File: src/rtl/regfile_ctrl_pkg.sv
// Shared definitions for the register-file write path.
//   - state_e       : write-port controller states (ARB, CLEAR)
//   - DEF_*         : default geometry of the 16x32 register file
//   - DEF_PROT_ADDR : register guarded when REGFILE_WR_PROTECT_EN is defined
//   - rr_next       : round-robin successor of an index
package regfile_ctrl_pkg;

  typedef enum logic {
    ARB   = 1'b0,
    CLEAR = 1'b1
  } state_e;

  localparam int DEF_ADDR_W    = 4;
  localparam int DEF_DATA_W    = 32;
  localparam int DEF_NUM_REGS  = 16;
  localparam int DEF_PROT_ADDR = 15;

  // Index following idx in a ring of n entries.
  function automatic int rr_next(input int idx, input int n);
    return (idx + 1 >= n) ? 0 : idx + 1;
  endfunction

endpackage

File: src/rtl/regfile_write_arbiter_rr.sv
// rr_arbiter: combinational round-robin grant selection.
// Ports:
//   valid_i     [NUM_REQ]  request bits
//   ptr_i       [PTR_W]    highest-priority index this cycle (held by parent)
//   grant_o     [NUM_REQ]  one-hot grant (all zero when nothing is valid)
//   grant_idx_o [PTR_W]    index of the granted requester
//   grant_any_o            at least one request is valid
module rr_arbiter
  import regfile_ctrl_pkg::*;
#(
  parameter int NUM_REQ = 3,
  parameter int PTR_W   = (NUM_REQ > 1) ? $clog2(NUM_REQ) : 1
) (
  input  logic [NUM_REQ-1:0] valid_i,
  input  logic [PTR_W-1:0]   ptr_i,
  output logic [NUM_REQ-1:0] grant_o,
  output logic [PTR_W-1:0]   grant_idx_o,
  output logic               grant_any_o
);

  int cand;

  // Walk ptr, ptr+1, ... around the ring; the first valid index wins.
  always_comb begin
    grant_o     = '0;
    grant_idx_o = '0;
    grant_any_o = 1'b0;
    cand        = 0;
    for (int off = 0; off < NUM_REQ; off++) begin
      cand = int'(ptr_i) + off;
      if (cand >= NUM_REQ) cand = cand - NUM_REQ;
      if (!grant_any_o && valid_i[cand]) begin
        grant_any_o   = 1'b1;
        grant_o[cand] = 1'b1;
        grant_idx_o   = PTR_W'(cand);
      end
    end
  end

endmodule

File: src/rtl/regfile_write_arbiter.sv
// regfile_write_arbiter: owns the single write port of the register file.
// Round-robin shares the port between NUM_REQ writeback sources and runs a
// "clear all" sweep that writes zero to registers 0..NUM_REGS-1.
// Outputs are registered on posedge; the register file commits on the
// following negedge.
// Ports:
//   clk, rst                 clock, asynchronous active-high reset
//   req_valid/addr/data      packed requester inputs, slice i = requester i
//   req_ready                combinational one-hot grant
//   clear_start              one-cycle sweep request (ignored while sweeping)
//   clear_busy, clear_done   sweep in progress / one-cycle completion pulse
//   reg_write, dir_WR, data_in  register-file write port
//   prot_err                 (REGFILE_WR_PROTECT_EN only) blocked write pulse
//   state_dbg                current controller state, for observation
// Optional feature macro: REGFILE_WR_PROTECT_EN -- requesters other than 0
// may not write PROT_ADDR; their handshake completes but no write is issued.
//
// Handshake: a transfer happens on a posedge where req_valid[i] & req_ready[i].
// A requester holds valid/addr/data stable until it sees ready; it may drop
// valid without a transfer. ready never depends on anything registered later
// than the current cycle and is at most one-hot.
module regfile_write_arbiter
  import regfile_ctrl_pkg::*;
#(
  parameter int NUM_REQ   = 3,
  parameter int ADDR_W    = DEF_ADDR_W,
  parameter int DATA_W    = DEF_DATA_W,
  parameter int NUM_REGS  = DEF_NUM_REGS
`ifdef REGFILE_WR_PROTECT_EN
  ,
  parameter int PROT_ADDR = DEF_PROT_ADDR
`endif
) (
  input  logic                        clk,
  input  logic                        rst,
  input  logic [NUM_REQ-1:0]          req_valid,
  input  logic [NUM_REQ*ADDR_W-1:0]   req_addr,
  input  logic [NUM_REQ*DATA_W-1:0]   req_data,
  output logic [NUM_REQ-1:0]          req_ready,
  input  logic                        clear_start,
  output logic                        clear_busy,
  output logic                        clear_done,
  output logic                        reg_write,
  output logic [ADDR_W-1:0]           dir_WR,
  output logic [DATA_W-1:0]           data_in,
`ifdef REGFILE_WR_PROTECT_EN
  output logic                        prot_err,
`endif
  output state_e                      state_dbg
);

  localparam int PTR_W = (NUM_REQ > 1) ? $clog2(NUM_REQ) : 1;
  // One extra bit so the terminal count NUM_REGS is representable.
  localparam int CNT_W = ADDR_W + 1;

  state_e             state_q;
  logic [PTR_W-1:0]   ptr_q;
  logic [CNT_W-1:0]   cnt_q;
  logic               reg_write_q;
  logic [ADDR_W-1:0]  dir_wr_q;
  logic [DATA_W-1:0]  data_in_q;
  logic               clear_done_q;

  logic [NUM_REQ-1:0] grant;
  logic [PTR_W-1:0]   grant_idx;
  logic               grant_any;
  logic               accept;
  logic [ADDR_W-1:0]  g_addr;
  logic [DATA_W-1:0]  g_data;

  rr_arbiter #(
    .NUM_REQ (NUM_REQ),
    .PTR_W   (PTR_W)
  ) u_rr (
    .valid_i     (req_valid),
    .ptr_i       (ptr_q),
    .grant_o     (grant),
    .grant_idx_o (grant_idx),
    .grant_any_o (grant_any)
  );

  // The cycle carrying clear_done is also held off so the first requester
  // grant after a sweep lands in the cycle after the done pulse.
  assign accept    = grant_any && (state_q == ARB) && !clear_start && !clear_done_q;
  assign req_ready = accept ? grant : '0;

  assign g_addr = req_addr[int'(grant_idx)*ADDR_W +: ADDR_W];
  assign g_data = req_data[int'(grant_idx)*DATA_W +: DATA_W];

`ifdef REGFILE_WR_PROTECT_EN
  logic prot_err_q;
  logic prot_hit;
  assign prot_hit = (grant_idx != '0) && (g_addr == ADDR_W'(PROT_ADDR));
  assign prot_err = prot_err_q;
`endif

  always_ff @(posedge clk or posedge rst) begin
    if (rst) begin
      state_q      <= ARB;
      ptr_q        <= '0;
      cnt_q        <= '0;
      reg_write_q  <= 1'b0;
      dir_wr_q     <= '0;
      data_in_q    <= '0;
      clear_done_q <= 1'b0;
`ifdef REGFILE_WR_PROTECT_EN
      prot_err_q   <= 1'b0;
`endif
    end else begin
      clear_done_q <= 1'b0;
`ifdef REGFILE_WR_PROTECT_EN
      prot_err_q   <= 1'b0;
`endif
      case (state_q)
        ARB: begin
          if (clear_start) begin
            // Address 0 is written on the starting edge itself.
            state_q     <= CLEAR;
            reg_write_q <= 1'b1;
            dir_wr_q    <= '0;
            data_in_q   <= '0;
            cnt_q       <= CNT_W'(1);
          end else if (accept) begin
            ptr_q <= PTR_W'(rr_next(int'(grant_idx), NUM_REQ));
`ifdef REGFILE_WR_PROTECT_EN
            if (prot_hit) begin
              reg_write_q <= 1'b0;
              prot_err_q  <= 1'b1;
            end else begin
              reg_write_q <= 1'b1;
              dir_wr_q    <= g_addr;
              data_in_q   <= g_data;
            end
`else
            reg_write_q <= 1'b1;
            dir_wr_q    <= g_addr;
            data_in_q   <= g_data;
`endif
          end else begin
            reg_write_q <= 1'b0;
          end
        end
        CLEAR: begin
          if (cnt_q < CNT_W'(NUM_REGS)) begin
            reg_write_q <= 1'b1;
            dir_wr_q    <= cnt_q[ADDR_W-1:0];
            data_in_q   <= '0;
            cnt_q       <= cnt_q + CNT_W'(1);
          end else begin
            reg_write_q  <= 1'b0;
            state_q      <= ARB;
            clear_done_q <= 1'b1;
            cnt_q        <= '0;
          end
        end
        default: begin
          state_q     <= ARB;
          reg_write_q <= 1'b0;
        end
      endcase
    end
  end

  assign reg_write  = reg_write_q;
  assign dir_WR     = dir_wr_q;
  assign data_in    = data_in_q;
  assign clear_busy = (state_q == CLEAR);
  assign clear_done = clear_done_q;
  assign state_dbg  = state_q;

endmodule

File: config.mk
export PLATFORM = sky130hd
export DESIGN_NAME = regfile_write_arbiter
export DESIGN_NICKNAME = d
export VERILOG_FILES = /design/src/rtl/regfile_ctrl_pkg.sv /design/src/rtl/regfile_write_arbiter_rr.sv /design/src/rtl/regfile_write_arbiter.sv
export SDC_FILE = /design/constraint.sdc
export NUM_CORES = 1
export LEC_CHECK = 0
export ABC_AREA = 1
export CORE_AREA = 2 2 95 97
export DETAILED_ROUTE_END_ITERATION = 12
export DIE_AREA = 0 0 97 99
export PLACE_DENSITY_LB_ADDON = 0.25
export SLEW_MARGIN = 20
export SYNTH_ARGS = -nofsm -noshare
export SYNTH_HDL_FRONTEND = slang
export SYNTH_SLANG_ARGS = --single-unit
File: constraint.sdc
create_clock -name clk -period 1.9 [get_ports clk]
set_clock_uncertainty 0.05 [all_clocks]
set_input_delay 0.19 -clock clk [delete_from_list [all_inputs] [get_ports clk]]
set_output_delay 0.19 -clock clk [all_outputs]
set_load 0.03 [all_outputs]
==> results.json <==
{
  "status": "finished, violations left",
  "violations": "setup timing",
  "report.final.setup_viol": 42,
  "crit_type": "flip-flop to primary output",
  "initial_core_util_pct": 36.1,
  "cp_top_family": "simple AND/OR/NAND/NOR gates",
  "synth-xor-area-share_pct": 0.283,
  "crit_top_cell": "buf_6",
  "wl_mm": 13.1,
  "synth_edf_count": 0,
  "fp.dieH_um": 99,
  "clk_pin_slew_ns": 0.08,
  "cts_buffers": 5,
  "ys_types": 29,
  "synth_area_um2": 3090,
  "core_um2": 8550,
  "netlist.area_leader.share_pct": 37.2,
  "antenna_found_initial": 0,
  "synth_warnings": 0,
  "critical_path.max_stage_delay_ns": 0.46,
  "cts_tree": "done",
  "hpwl_mm": 7.83,
  "synthCells": 433,
  "routed.top_layer": "met4",
  "syn_nets": 552,
  "portBuffers": 156,
  "place_inst": 706,
  "via_count": 3903,
  "drt_iter0_drc": 153,
  "leakagePower_nw": 2.83,
  "synth_fa_ha_area_share_pct": 2.02,
  "synth_compound_area_share_pct": 22.7,
  "routed-wl-met2_mm": 6.95,
  "fmax_mhz": 424,
  "maxCapViolCount": 0,
  "synth_area_leaders": "dfrtp_1, nand2_1, o21ai_2, a21oi_1, o21ai_1",
  "drt-pass1-iter-count": 4,
  "finalPower_mw": 14.3,
  "grt-ovfl-total": 0,
  "startpoint_type": "flip-flop",
  "routedWlPerCell_um": 17.4,
  "hp-class": "input pin to async pin",
  "cts_buffer_depth": 2,
  "grt_pass1_wl_mm": 19.3,
  "max_slew_margin_pct": 74.7,
  "maxSlewViolCount": 0,
  "pre_cts_slack_ns": -0.296,
  "grt_pass1_vias": 4014,
  "synth-async-reset-ratio_pct": 100,
  "final_cells": 757,
  "muxShareOfSynthArea_pct": 0,
  "crit_path_end_kind": "primary output",
  "wl_met1_mm": 5.04,
  "synth.most_common_cell": "nand2_1",
  "cp.required_ns": 1.66,
  "period_needed_ns": 2.36,
  "root_buffer": "clkbuf_8",
  "avgSynthCellArea_um2": 7.14,
  "crit_fanout": 5,
  "synth-seq-cells": 46,
  "synth_common_cells": "nand2_1, dfrtp_1, a21oi_1",
  "period_share_pct": 124,
  "met3_length_um": 817,
  "reg2reg_to": "data_in[26]$_DFFE_PP0P_",
  "r2r_slack_ns": -0.39,
  "htreeDepth": 2,
  "n_antenna_cell": 0,
  "grt_max_degree": 31,
  "insertion_delay_ns": 0.30,
  "critPathBufInv": 3,
  "std_cell_rows": 34,
  "die_area_um2": 9600,
  "hold_slack_ns": 0.134,
  "rsz0062_at_grt": "yes",
  "area_delta_synth_final_pct": 107,
  "grt_usage_pct": 24.8,
  "die_x_um": 97,
  "worstMarginPinSlew_ns": 0.379,
  "vias_per_cell": 5.16,
  "r2r_start": "ptr_q[0]$_DFFE_PP0P_",
  "io-pin-count": 157,
  "critPathArrivalTime_ns": 2.12,
  "worst_r2r_path_depth": 18,
  "finalHoldViolCount": 0,
  "layout-drive-gt1-share_pct": 36.5,
  "cp_slowest_cell": "dfrtp_2",
  "synth_top_family_by_area": "simple AND/OR/NAND/NOR gates",
  "yosysTopAreaCell": "dfrtp_1",
  "nets": 769,
  "synthSimpleGateAreaFrac_pct": 28.5,
  "synth_flop_cell": "dfrtp_1",
  "ant_nets": 0,
  "hold_buffers": 0,
  "fin_ws_ns": -0.457,
  "crit_chain": "ha_4 -> inv_4 -> nand2_1 -> nand3_2 -> nand2_4 -> nand2_8 -> buf_6 -> o22ai_4 -> a21oi_2 -> nor2_2 -> buf_6",
  "drc": 0,
  "vdd_ir_drop_max_uv": 1260,
  "finalSetupTns_ns": -14.77,
  "gp_congestion": 0.868,
  "ys_seq_area_share_pct": 37.2,
  "cts.sinks": 46,
  "powerDensity_nw_per_um2": 2230
}
## cells in the final DEF (no fill, tap or decap), types with 14 or more instances in the layout
| cell | count |
|---|---|
| inv_1 | 18 |
| a21oi_2 | 22 |
| nand2_2 | 24 |
| clkdlybuf4s50_1 | 153 |
| buf_12 | 14 |
| buf_4 | 28 |
| o21ai_2 | 40 |
| dfrtp_1 | 44 |
| o21ai_1 | 24 |
| nand2_1 | 131 |
| buf_6 | 23 |
## stage by stage
| step | util [%] | cell area (µm²) |
|---|---|---|
| 2_1_floorplan | - | 3200 |
| 3_3_place_gp | 58.8 | 5030 |
| 3_5_place_dp | 58.8 | 5030 |
| 4_1_cts | 69.2 | 5920 |
| 5_1_grt | 74.9 | 6400 |
| 6_report | 74.9 | 6400 |
## report_power, final
| part | leakage (nW) | total, mW | internal (mW) | switching (mW) |
|---|---|---|---|---|
| Sequential | 0.609 | 1.44 | 1.23 | 0.214 |
| Combinational | 2.17 | 12.2 | 5.97 | 6.24 |
| Clock | 0.0431 | 0.599 | 0.281 | 0.318 |
## worst reg2reg max path, stage by stage (launching register included)
cell	delay [ns]
dfrtp_1	0.42
buf_6	0.14
ha_4	0.19
inv_4	0.09
nand2_4	0.06
nand3_4	0.09
nand2_8	0.10
nand2_8	0.10
buf_6	0.10
nand2_4	0.05
nand2_4	0.10
nand2_8	0.08
buf_12	0.15
buf_12	0.12
buf_16	0.14
nand2_4	0.05
o21ai_2	0.05
nand2_1	0.07
nand2_1	0.05
## per-layer routing
metal | global-route usage [%] | vias to the layer above
met5 | 0 | -
met4 | 8.99 | 0
met3 | 4.11 | 32
met2 | 46.5 | 175
met1 | 28.3 | 1848
li1 | - | 1848
## sequential cells by signal, summed over array words and instances (netlist names)
name / count
clear_busy: 1
clear_done: 1
cnt_q: 5
data_in: 32
dir_WR: 4
ptr_q: 2
reg_write: 1
## cells by family after synthesis
logic type / count (synthesis)
DFF: 46
AOI/OAI and AO/OA: 118
buffers and inverters: 55
adders and majority gates: 5
xor gates and xnor gates: 1
and+or+nand+nor: 208
## how the worst max path moves through the flow
stage,from,to,cells past startpoint
finish,ptr_q[1]$_DFFE_PP0P_,req_ready[0],11
global route,ptr_q[1]$_DFFE_PP0P_,req_ready[0],11
CTS,ptr_q[0]$_DFFE_PP0P_,req_ready[1],12
detailed placement,ptr_q[1]$_DFFE_PP0P_,data_in[9]$_DFFE_PP0P_,14
global placement,ptr_q[1]$_DFFE_PP0P_,data_in[9]$_DFFE_PP0P_,14
floorplan,ptr_q[0]$_DFFE_PP0P_,req_ready[1],12
## final cells by class
| cell class | count | area, µm² |
|---|---|---|
| Sequential cell | 46 | 1150 |
| Inverter | 30 | 138 |
| Timing Repair Buffer | 235 | 2650 |
| Clock buffer | 6 | 82.6 |
| Tap cell | 108 | 135 |
| Multi-Input combinational cell | 332 | 2240 |
| Fill cell | 596 | 2150 |
## timing repair
action,4_1_cts,5_1_grt
buffers inserted,28,8
pin swaps,25,66
endpoints found under the setup margin,42,44
endpoints found under the hold margin,0,0
resized for setup,101,102
cloned,9,5
Power figures use the tool's default switching activity.
